$ cat config.mk
export PLATFORM = sky130hd
export DESIGN_NAME = sdram_write
export DESIGN_NICKNAME = d
export VERILOG_FILES = /design/src/rtl/sdram_pkg.sv /design/src/rtl/sdram_addr_gen.sv /design/src/rtl/sdram_write.sv
export SDC_FILE = /design/constraint.sdc
export NUM_CORES = 1
export LEC_CHECK = 0
export CORE_ASPECT_RATIO = 1.75
export CORE_MARGIN = 2
export CORE_UTILIZATION = 34
export CTS_CLUSTER_DIAMETER = 200
export DETAILED_ROUTE_END_ITERATION = 6
export PLACE_DENSITY = 0.61
export SETUP_SLACK_MARGIN = 0.02
export SLEW_MARGIN = 20
export SYNTH_ARGS = -nofsm -noshare
export SYNTH_HDL_FRONTEND = slang
export SYNTH_HIERARCHICAL = 1
export SYNTH_SLANG_ARGS = --single-unit
$ cat constraint.sdc
create_clock -name sclk -period 5.15 [get_ports sclk]
set_clock_uncertainty 0.05 [all_clocks]
set_input_delay 1.545 -clock sclk [delete_from_list [all_inputs] [get_ports sclk]]
set_output_delay 1.545 -clock sclk [all_outputs]
set_load 0.1 [all_outputs]
$ cat src/rtl/sdram_pkg.sv
`default_nettype none
// -----------------------------------------------------------------------------
// sdram_pkg : command codes, burst length and FSM encodings shared by the
//             single-bank SDRAM controller engines.          Rev 1.0
// -----------------------------------------------------------------------------
package sdram_pkg;

  // {CS_n, RAS_n, CAS_n, WE_n}
  localparam logic [3:0]  CMD_NOP     = 4'b0111;
  localparam logic [3:0]  CMD_PRE     = 4'b0010;
  localparam logic [3:0]  CMD_ACT     = 4'b0011;
  localparam logic [3:0]  CMD_WR      = 4'b0100;

  localparam int          BL          = 4;
  localparam logic [11:0] A10_PRE_ALL = 12'h400;

  typedef enum logic [4:0] {
    S_IDLE = 5'b00001,
    S_REQ  = 5'b00010,
    S_ACT  = 5'b00100,
    S_WR   = 5'b01000,
    S_PRE  = 5'b10000
  } state_e;

endpackage
`default_nettype wire

$ cat src/rtl/sdram_addr_gen.sv
`default_nettype none
// -----------------------------------------------------------------------------
// sdram_addr_gen : linear row/column burst address counter with row-end and
//                  data-end flags, wrapping to 0 after the final burst. Rev 1.0
// -----------------------------------------------------------------------------
module sdram_addr_gen
  import sdram_pkg::*;
#(
  parameter int ROW_ADDR_END  = 937,
  parameter int COL_MADDR_END = 256
) (
  input  logic        clk_i,
  input  logic        rst_i,
  input  logic        step_i,
  output logic [11:0] row_o,
  output logic [8:0]  col_o,
  output logic        row_end_o,
  output logic        data_end_o
);

  localparam logic [11:0] ROW_LAST    = 12'(ROW_ADDR_END);
  localparam logic [8:0]  COL_LAST    = 9'(COL_MADDR_END - BL);
  localparam logic [8:0]  COL_ROW_TOP = 9'(512 - BL);

  logic [11:0] row_q, row_d;
  logic [8:0]  col_q, col_d;
  logic        row_end_q, row_end_d;
  logic        data_end_q, data_end_d;
  logic        at_data_end, at_row_end;

  // Flags describe the burst just issued and hold until the next step.
  always_comb begin
    at_data_end = (row_q == ROW_LAST) && (col_q == COL_LAST);
    at_row_end  = (col_q == COL_ROW_TOP) && !at_data_end;
    row_d       = row_q;
    col_d       = col_q;
    row_end_d   = row_end_q;
    data_end_d  = data_end_q;
    if (step_i) begin
      row_end_d  = at_row_end;
      data_end_d = at_data_end;
      if (at_data_end) begin
        row_d = '0;
        col_d = '0;
      end else if (at_row_end) begin
        row_d = row_q + 12'd1;
        col_d = '0;
      end else begin
        col_d = col_q + 9'(BL);
      end
    end
  end

  always_ff @(posedge clk_i) begin
    if (rst_i) begin
      row_q      <= '0;
      col_q      <= '0;
      row_end_q  <= 1'b0;
      data_end_q <= 1'b0;
    end else begin
      row_q      <= row_d;
      col_q      <= col_d;
      row_end_q  <= row_end_d;
      data_end_q <= data_end_d;
    end
  end

  assign row_o      = row_q;
  assign col_o      = col_q;
  assign row_end_o  = row_end_q;
  assign data_end_o = data_end_q;

endmodule
`default_nettype wire

$ cat src/rtl/sdram_write.sv
`default_nettype none
// -----------------------------------------------------------------------------
// sdram_write : write-path engine; drains the write FIFO as BL4 WRITE bursts
//               and yields the bus at burst boundaries on refresh.  Rev 1.0
// -----------------------------------------------------------------------------
module sdram_write
  import sdram_pkg::*;
#(
  parameter int WROW_ADDR_END  = 937,
  parameter int WCOL_MADDR_END = 256,
  parameter int TRCD           = 2,
  parameter int TRP            = 2
) (
  input  logic        sclk,
  input  logic        rst,
  input  logic        wr_trig,
  input  logic        wr_en,
  input  logic        aref_req,
  output logic        wr_req,
  output logic        wr_end,
  output logic [3:0]  wr_cmd,
  output logic [11:0] wr_addr,
  output logic [1:0]  bank_addr,
  input  logic [15:0] wfifo_rd_data,
  output logic        wfifo_rd_en,
  output logic [15:0] wr_dq,
  output logic        wr_dq_oe
);

  localparam logic [3:0] TRCD_LAST = 4'(TRCD - 1);
  localparam logic [3:0] TRP_LAST  = 4'(TRP - 1);

  state_e      state_q;
  logic [1:0]  burst_cnt_q;
  logic [3:0]  wait_cnt_q;
  logic        wr_req_q, wr_end_q, wr_dq_oe_q;
  logic [3:0]  wr_cmd_q;
  logic [11:0] wr_addr_q;
  logic [15:0] wr_dq_q;

  logic [11:0] row_addr;
  logic [8:0]  col_addr;
  logic        row_end, data_end, addr_step;

  assign addr_step = (state_q == S_WR) && (burst_cnt_q == 2'd0);

  sdram_addr_gen #(
    .ROW_ADDR_END  (WROW_ADDR_END),
    .COL_MADDR_END (WCOL_MADDR_END)
  ) u_addr_gen (
    .clk_i      (sclk),
    .rst_i      (rst),
    .step_i     (addr_step),
    .row_o      (row_addr),
    .col_o      (col_addr),
    .row_end_o  (row_end),
    .data_end_o (data_end)
  );

  // Outputs are registered from the current state, so every command and its
  // data word leave the block together one cycle after the state decides them.
  always_ff @(posedge sclk) begin
    if (rst) begin
      state_q     <= S_IDLE;
      burst_cnt_q <= 2'd0;
      wait_cnt_q  <= 4'd0;
      wr_req_q    <= 1'b0;
      wr_end_q    <= 1'b0;
      wr_cmd_q    <= CMD_NOP;
      wr_addr_q   <= 12'd0;
      wr_dq_q     <= 16'd0;
      wr_dq_oe_q  <= 1'b0;
    end else begin
      wr_end_q   <= 1'b0;
      wr_cmd_q   <= CMD_NOP;
      wr_dq_oe_q <= 1'b0;
      case (state_q)
        S_IDLE: begin
          if (wr_trig) begin
            state_q  <= S_REQ;
            wr_req_q <= 1'b1;
          end
        end
        S_REQ: begin
          if (wr_en) begin
            wr_req_q   <= 1'b0;
            state_q    <= S_ACT;
            wait_cnt_q <= 4'd0;
          end
        end
        S_ACT: begin
          if (wait_cnt_q == 4'd0) begin
            wr_cmd_q  <= CMD_ACT;
            wr_addr_q <= row_addr;
          end
          if (wait_cnt_q == TRCD_LAST) begin
            state_q     <= S_WR;
            burst_cnt_q <= 2'd0;
          end else begin
            wait_cnt_q <= wait_cnt_q + 4'd1;
          end
        end
        S_WR: begin
          wr_dq_q     <= wfifo_rd_data;
          wr_dq_oe_q  <= 1'b1;
          burst_cnt_q <= burst_cnt_q + 2'd1;
          if (burst_cnt_q == 2'd0) begin
            wr_cmd_q  <= CMD_WR;
            wr_addr_q <= {3'b000, col_addr};
          end
          if ((burst_cnt_q == 2'd3) && (data_end || row_end || aref_req)) begin
            state_q    <= S_PRE;
            wait_cnt_q <= 4'd0;
          end
        end
        S_PRE: begin
          if (wait_cnt_q == 4'd0) begin
            wr_cmd_q  <= CMD_PRE;
            wr_addr_q <= A10_PRE_ALL;
          end
          if (wait_cnt_q == TRP_LAST) begin
            wait_cnt_q <= 4'd0;
            if (data_end) begin
              state_q  <= S_IDLE;
              wr_end_q <= 1'b1;
            end else if (aref_req) begin
              state_q  <= S_REQ;
              wr_req_q <= 1'b1;
              wr_end_q <= 1'b1;
            end else begin
              state_q <= S_ACT;
            end
          end else begin
            wait_cnt_q <= wait_cnt_q + 4'd1;
          end
        end
        default: state_q <= S_IDLE;
      endcase
    end
  end

  assign wfifo_rd_en = (state_q == S_WR);
  assign bank_addr   = 2'b00;
  assign wr_req      = wr_req_q;
  assign wr_end      = wr_end_q;
  assign wr_cmd      = wr_cmd_q;
  assign wr_addr     = wr_addr_q;
  assign wr_dq       = wr_dq_q;
  assign wr_dq_oe    = wr_dq_oe_q;

endmodule
`default_nettype wire

* Word level (Yosys, flattened, before mapping)
Index checks and enable logic that the tools add are counted.
** Word-level totals
- Bits in registers :: 69
- Word-level logic and storage cells :: 97
- Input port bits :: 21
** Cells by class
- Bitwise logic cells :: 2
- Add/sub/neg operators :: 4
- Multiplexer cells :: 36
- Equality and inequality tests :: 21
- Reductions and logical operators :: 21
** Operators with widths (number)
- two-way mux 12 bit :: 5
- one-hot mux 12 bit (3 select lines) :: 1
- two-way mux 5 bit :: 5
- one-hot mux 5 bit (5 select lines) :: 1
- two-way mux 9 bit :: 2
- != test 2 bit, second input constant :: 9
- two-way mux 4 bit :: 4
- one-hot mux 4 bit (4 select lines) :: 1
- adder 12 x 1 -> 12 bit, second input constant :: 1
- equality test 12 x 10 -> 1 bit, second input constant :: 1
- two-way mux 3 bit :: 4
- adder 9 x 3 -> 9 bit, second input constant :: 1
- equality test 9 x 8 -> 1 bit, second input constant :: 1
- equality test 9 bit, second input constant :: 1
- one-hot mux 3 bit (3 select lines) :: 1
- two-way mux 1 bit :: 8
- AND reduction 4 bit :: 2
- AND reduction 6 bit :: 1
- nonzero test 3 bit :: 2
- equality test 5 x 1 -> 1 bit, second input constant :: 1
- equality test 5 x 2 -> 1 bit, second input constant :: 1
- equality test 5 x 3 -> 1 bit, second input constant :: 1
- equality test 5 x 4 -> 1 bit, second input constant :: 1
- equality test 5 bit, second input constant :: 1
- other kinds (19) :: 28

* Longest topological paths before layout
- Depth in word-level cells :: 6
- Mapped depth :: 11
- Gate-level depth less buffers :: 8

* By module
The synthesis kept the hierarchy.
** Modules (own cells, without submodules)
- sdram_write :: seq. area each 900.9 um^2, area an instance 2124.5 um^2, instances 1, cells each 253
- sdram_addr_gen :: seq. area each 420.4 um^2, area an instance 1239.9 um^2, instances 1, cells each 145

* Least setup slack after synthesis
OpenSTA, ideal clock, no wires.
- Path type :: register to output
- Start :: register state_q[1]
- End :: output port wfifo_rd_en
- Cell stages (with the launch flop) :: 6
- Buffers on the path :: 2
- Slack :: 1465 ps
- Data arrival time :: 2090 ps
- Path through :: dfxtp_1 buf_6 nor3_1 nand2_1 clkinv_1 clkbuf_1
** On the way
- Cells in the longest elaborated chain, start to end :: 1
** Ends and longest elaborated chain
- start, declared :: RTL line sdram_write.sv:33 : state_e state_q;
- start signal, assigned :: RTL line sdram_write.sv:64 : state_q <= S_IDLE;
- start signal, assigned :: RTL line sdram_write.sv:80 : state_q <= S_REQ;
- start signal, assigned :: RTL line sdram_write.sv:87 : state_q <= S_ACT;
- equality test 5 x 4 -> 1 bit :: RTL line sdram_write.sv:142 : assign wfifo_rd_en = (state_q == S_WR);
- end, declared :: RTL line sdram_write.sv:25 : output logic wfifo_rd_en,
Every way passes these cells.

* Final worst setup path
- Start :: register state_q[4]
- End :: output port wfifo_rd_en
The elaborated chain is that of the path after synthesis.

==> impl_metrics.json <==
{
  "outcome": "complete, no violations",
  "area_delta_synth_final_pct": 24.4,
  "design_area_sq_mm": 0.00419,
  "final_max_slew_viol_count": 0,
  "tns_ps": 0,
  "viasPerCell": 5.42,
  "min_from": "wr_dq[4]$_SDFFE_PP0N_",
  "fillCellCount": 995,
  "synth_edf_count": 0,
  "drtIter0Drc": 167,
  "synth_cell_types": 62,
  "layout_min_cycle_time_ps": 3860,
  "setup_viol": 0,
  "rsz0062_at_grt": "false",
  "crit_path_max_incr_delay_ps": 620,
  "die_w_microns": 79.2,
  "synth-main-ff-cell": "dfxtp_1",
  "h-tree-depth": 3,
  "cts_buffers": 9,
  "slowest_stage": "dfxtp_1",
  "dp_hpwl_microns": 6480,
  "antenna_cells": 0,
  "hold_path.class": "reg -> reg",
  "cts.path.max_buffers": 2,
  "ys_ff_latch": 66,
  "r2r_end": "u_addr_gen/row_o[9]$_SDFFE_PP0P_",
  "finalCritPeriodShare": 0.749,
  "yosysSeqAreaShare": 0.393,
  "drc_errors": 0,
  "hold_viol": 0,
  "netlist_area_sq_mm": 0.00336,
  "vias": 3085,
  "antenna_left": 0,
  "required_ps": 3560,
  "p_per_area_mw_per_mm2": 363,
  "peakVddDrop_mv": 0.155,
  "rr_worst_depth": 7,
  "grt_pass1_wl_microns": 14900,
  "clk_pin_slew_ps": 60,
  "place_congestion": 0.819,
  "drive_gt1_frac": 0.0923,
  "cp.arrival_ps": 2260,
  "critPathBufInv": 2,
  "path_delay_family": "simple AND/OR/NAND/NOR gates",
  "syn_inst": 398,
  "grt-ovfl-total": 0,
  "cts_root_buf": "clkbuf_16",
  "path_max_fanout": 22,
  "cts-resized-gates": 0,
  "max_freq_ghz": 0.259,
  "wl_per_cell_microns": 16.1,
  "die-area_sq_mm": 0.0107,
  "postCtsHoldBufs": 0,
  "clkLatencyLatePin_ps": 330,
  "rows": 48,
  "grt_antenna_before_repair": 0,
  "relSlewSlack": 0.337,
  "path_class": "reg -> out",
  "reg2reg_slack_ps": 1940,
  "core_sq_mm": 0.00973,
  "port-buffer-count": 55,
  "dieHeight_microns": 136,
  "grt_pass1_vias": 3064,
  "wl_microns": 9140,
  "worstMarginPinSlew_ps": 991,
  "grt_max_degree": 42,
  "track_usage": 0.178,
  "clock-sinks": 66,
  "ys_warn_count": 6,
  "placed_area_sq_mm": 0.00389,
  "initial_utilization": 0.346,
  "crit_chain": "and2b_2 -> nand2_1 -> clkinv_1 -> buf_4",
  "setup.worst_path.end_class": "output pin",
  "num_io_pins": 59,
  "cp-start-kind": "flip-flop",
  "worstHoldEndpoint": "wr_dq[4]$_SDFFE_PP0N_",
  "static-leakage-power_nw": 1.40,
  "final_nets": 470,
  "drv_cap": 0,
  "dr.pass1.iters": 4,
  "syn_avg_cell_area_sq_um": 8.45,
  "r2r-start": "state_q[0]$_SDFFE_PP1P_",
  "cts_tree": "done",
  "async_reset_ff_frac": 0,
  "holdPathStages": 2,
  "postCtsSetupBuffers": 0
}
==> metal layers <==
layer / GRT usage / share of wire / vias to the layer above
met3: 0.0393 / 0.035 / 20
met2: 0.324 / 0.55 / 77
met4: 0.0833 / 0.030 / 0
met5: 0 / 0 / -
met1: 0.190 / 0.39 / 1466
li1: - / - / 1522
==> tightest hold or removal path, cell delays in order (launching register included) <==
cell and delay, ps:
dfxtp_1 300, nand2_1 50, a21oi_1 50
==> power breakdown <==
part / leakage (nW) / internal, mW / total [mW] / switching [mW]
clock network: 0.147 / 0.374 / 0.592 / 0.218
logic: 0.723 / 0.124 / 0.346 / 0.222
registers: 0.533 / 0.537 / 0.581 / 0.0435
==> per-stage QoR <==
stage | power (mW) | hold slack (ps) | std cells | setup WS, ps | util
floorplan | 0.875 | 396 | 401 | 1460 | -
global placement | 0.931 | 392 | 554 | 1560 | 0.400
global route | 1.58 | 428 | 569 | 1070 | 0.430
finish | 1.52 | 403 | 569 | 1290 | 0.430
detailed placement | 0.936 | 396 | 554 | 1510 | 0.400
CTS | 1.53 | 403 | 569 | 1250 | 0.430
==> worst max path at each step <==
stage / endpoint / slack [ps] / startpoint / cells past startpoint
2_1_floorplan: wfifo_rd_en / 1460 / state_q[1]$_SDFFE_PP0P_ / 5
3_3_place_gp: state_q[0]$_SDFFE_PP1P_ / 1560 / aref_req / 6
3_5_place_dp: state_q[0]$_SDFFE_PP1P_ / 1510 / aref_req / 6
4_1_cts: wfifo_rd_en / 1250 / state_q[4]$_SDFFE_PP0P_ / 4
5_1_grt: wfifo_rd_en / 1070 / state_q[4]$_SDFFE_PP0P_ / 4
6_report: wfifo_rd_en / 1290 / state_q[4]$_SDFFE_PP0P_ / 4
==> cell type report <==
type / instances / area, sq um / area share
Sequential cell: 66 / 1320 / 0.316
Clock inverter: 2 / 10.0 / 0.00239
Inverter: 11 / 41.3 / 0.00987
Clock buffer: 13 / 280 / 0.0670
Timing Repair Buffer: 57 / 558 / 0.133
Multi-Input combinational cell: 295 / 1820 / 0.434
Tap cell: 125 / 156 / 0.0374
==> cell usage in the layout, fill, tap and decap left out, types with 4 or more instances in the layout <==
master / count
nand4_1: 7
a222oi_1: 9
o21ai_0: 15
or2_2: 4
nor3_1: 17
clkdlybuf4s50_1: 53
or4_1: 4
nand4b_1: 4
conb_1: 5
nor2b_1: 5
inv_1: 10
a21oi_1: 43
clkbuf_16: 9
clkbuf_8: 4
ha_1: 9
o31ai_1: 5
nand2_1: 58
dfxtp_1: 66
nor2_1: 25
nand3_1: 23
==> cells in the mapped netlist (3+ instances only) <==
cell,n,area (sq um)
a222oi_1,9,90.1
xnor2_1,3,26.3
and3_1,3,18.8
buf_6,4,45.0
buf_2,4,20.0
buf_4,6,45.0
o31ai_1,5,37.5
or2_2,4,25.0
dfxtp_1,66,1320
and4_2,3,30.0
xor2_1,3,26.3
o21ai_0,15,75.1
a21oi_1,43,215
nor2b_1,5,31.3
nand2_1,58,218
or4_1,4,30.0
a311oi_1,3,26.3
nand3_1,23,115
or3_1,3,18.8
clkbuf_1,10,37.5
nor3b_1,3,22.5
nor2_1,25,93.8
ha_1,9,113
nand4b_1,4,35.0
nand4_1,7,43.8
nor3_1,17,85.1
inv_1,10,37.5
o211ai_1,3,22.5
==> flip-flops by register name (all words and copies together), names as in the netlist <==
name and cells:
wr_dq 16, u_addr_gen/row_o 12, wr_addr 12, u_addr_gen/col_o 7, state_q 5, wait_cnt_q 4
wr_cmd 3, burst_cnt_q 2, u_addr_gen/data_end_o 1, u_addr_gen/row_end_o 1, wr_dq_oe 1, wr_end 1
wr_req 1
==> cell families (layout without fill, tap and decap cells) <==
kind of cell,count (synthesis),count (layout),share of synthesized area
XOR/XNOR,6,6,0.0156
AND/OR/NAND/NOR,180,180,0.288
buffers and inverters,40,83,0.0703
other,2,5,0.00223
AO/OA/AOI/OAI,93,93,0.192
adder cells (fa/ha/maj),9,9,0.0335
multiplexers,2,2,0.00595
flip-flops,66,66,0.393
Note: power is estimated with default switching activity, not from simulation.
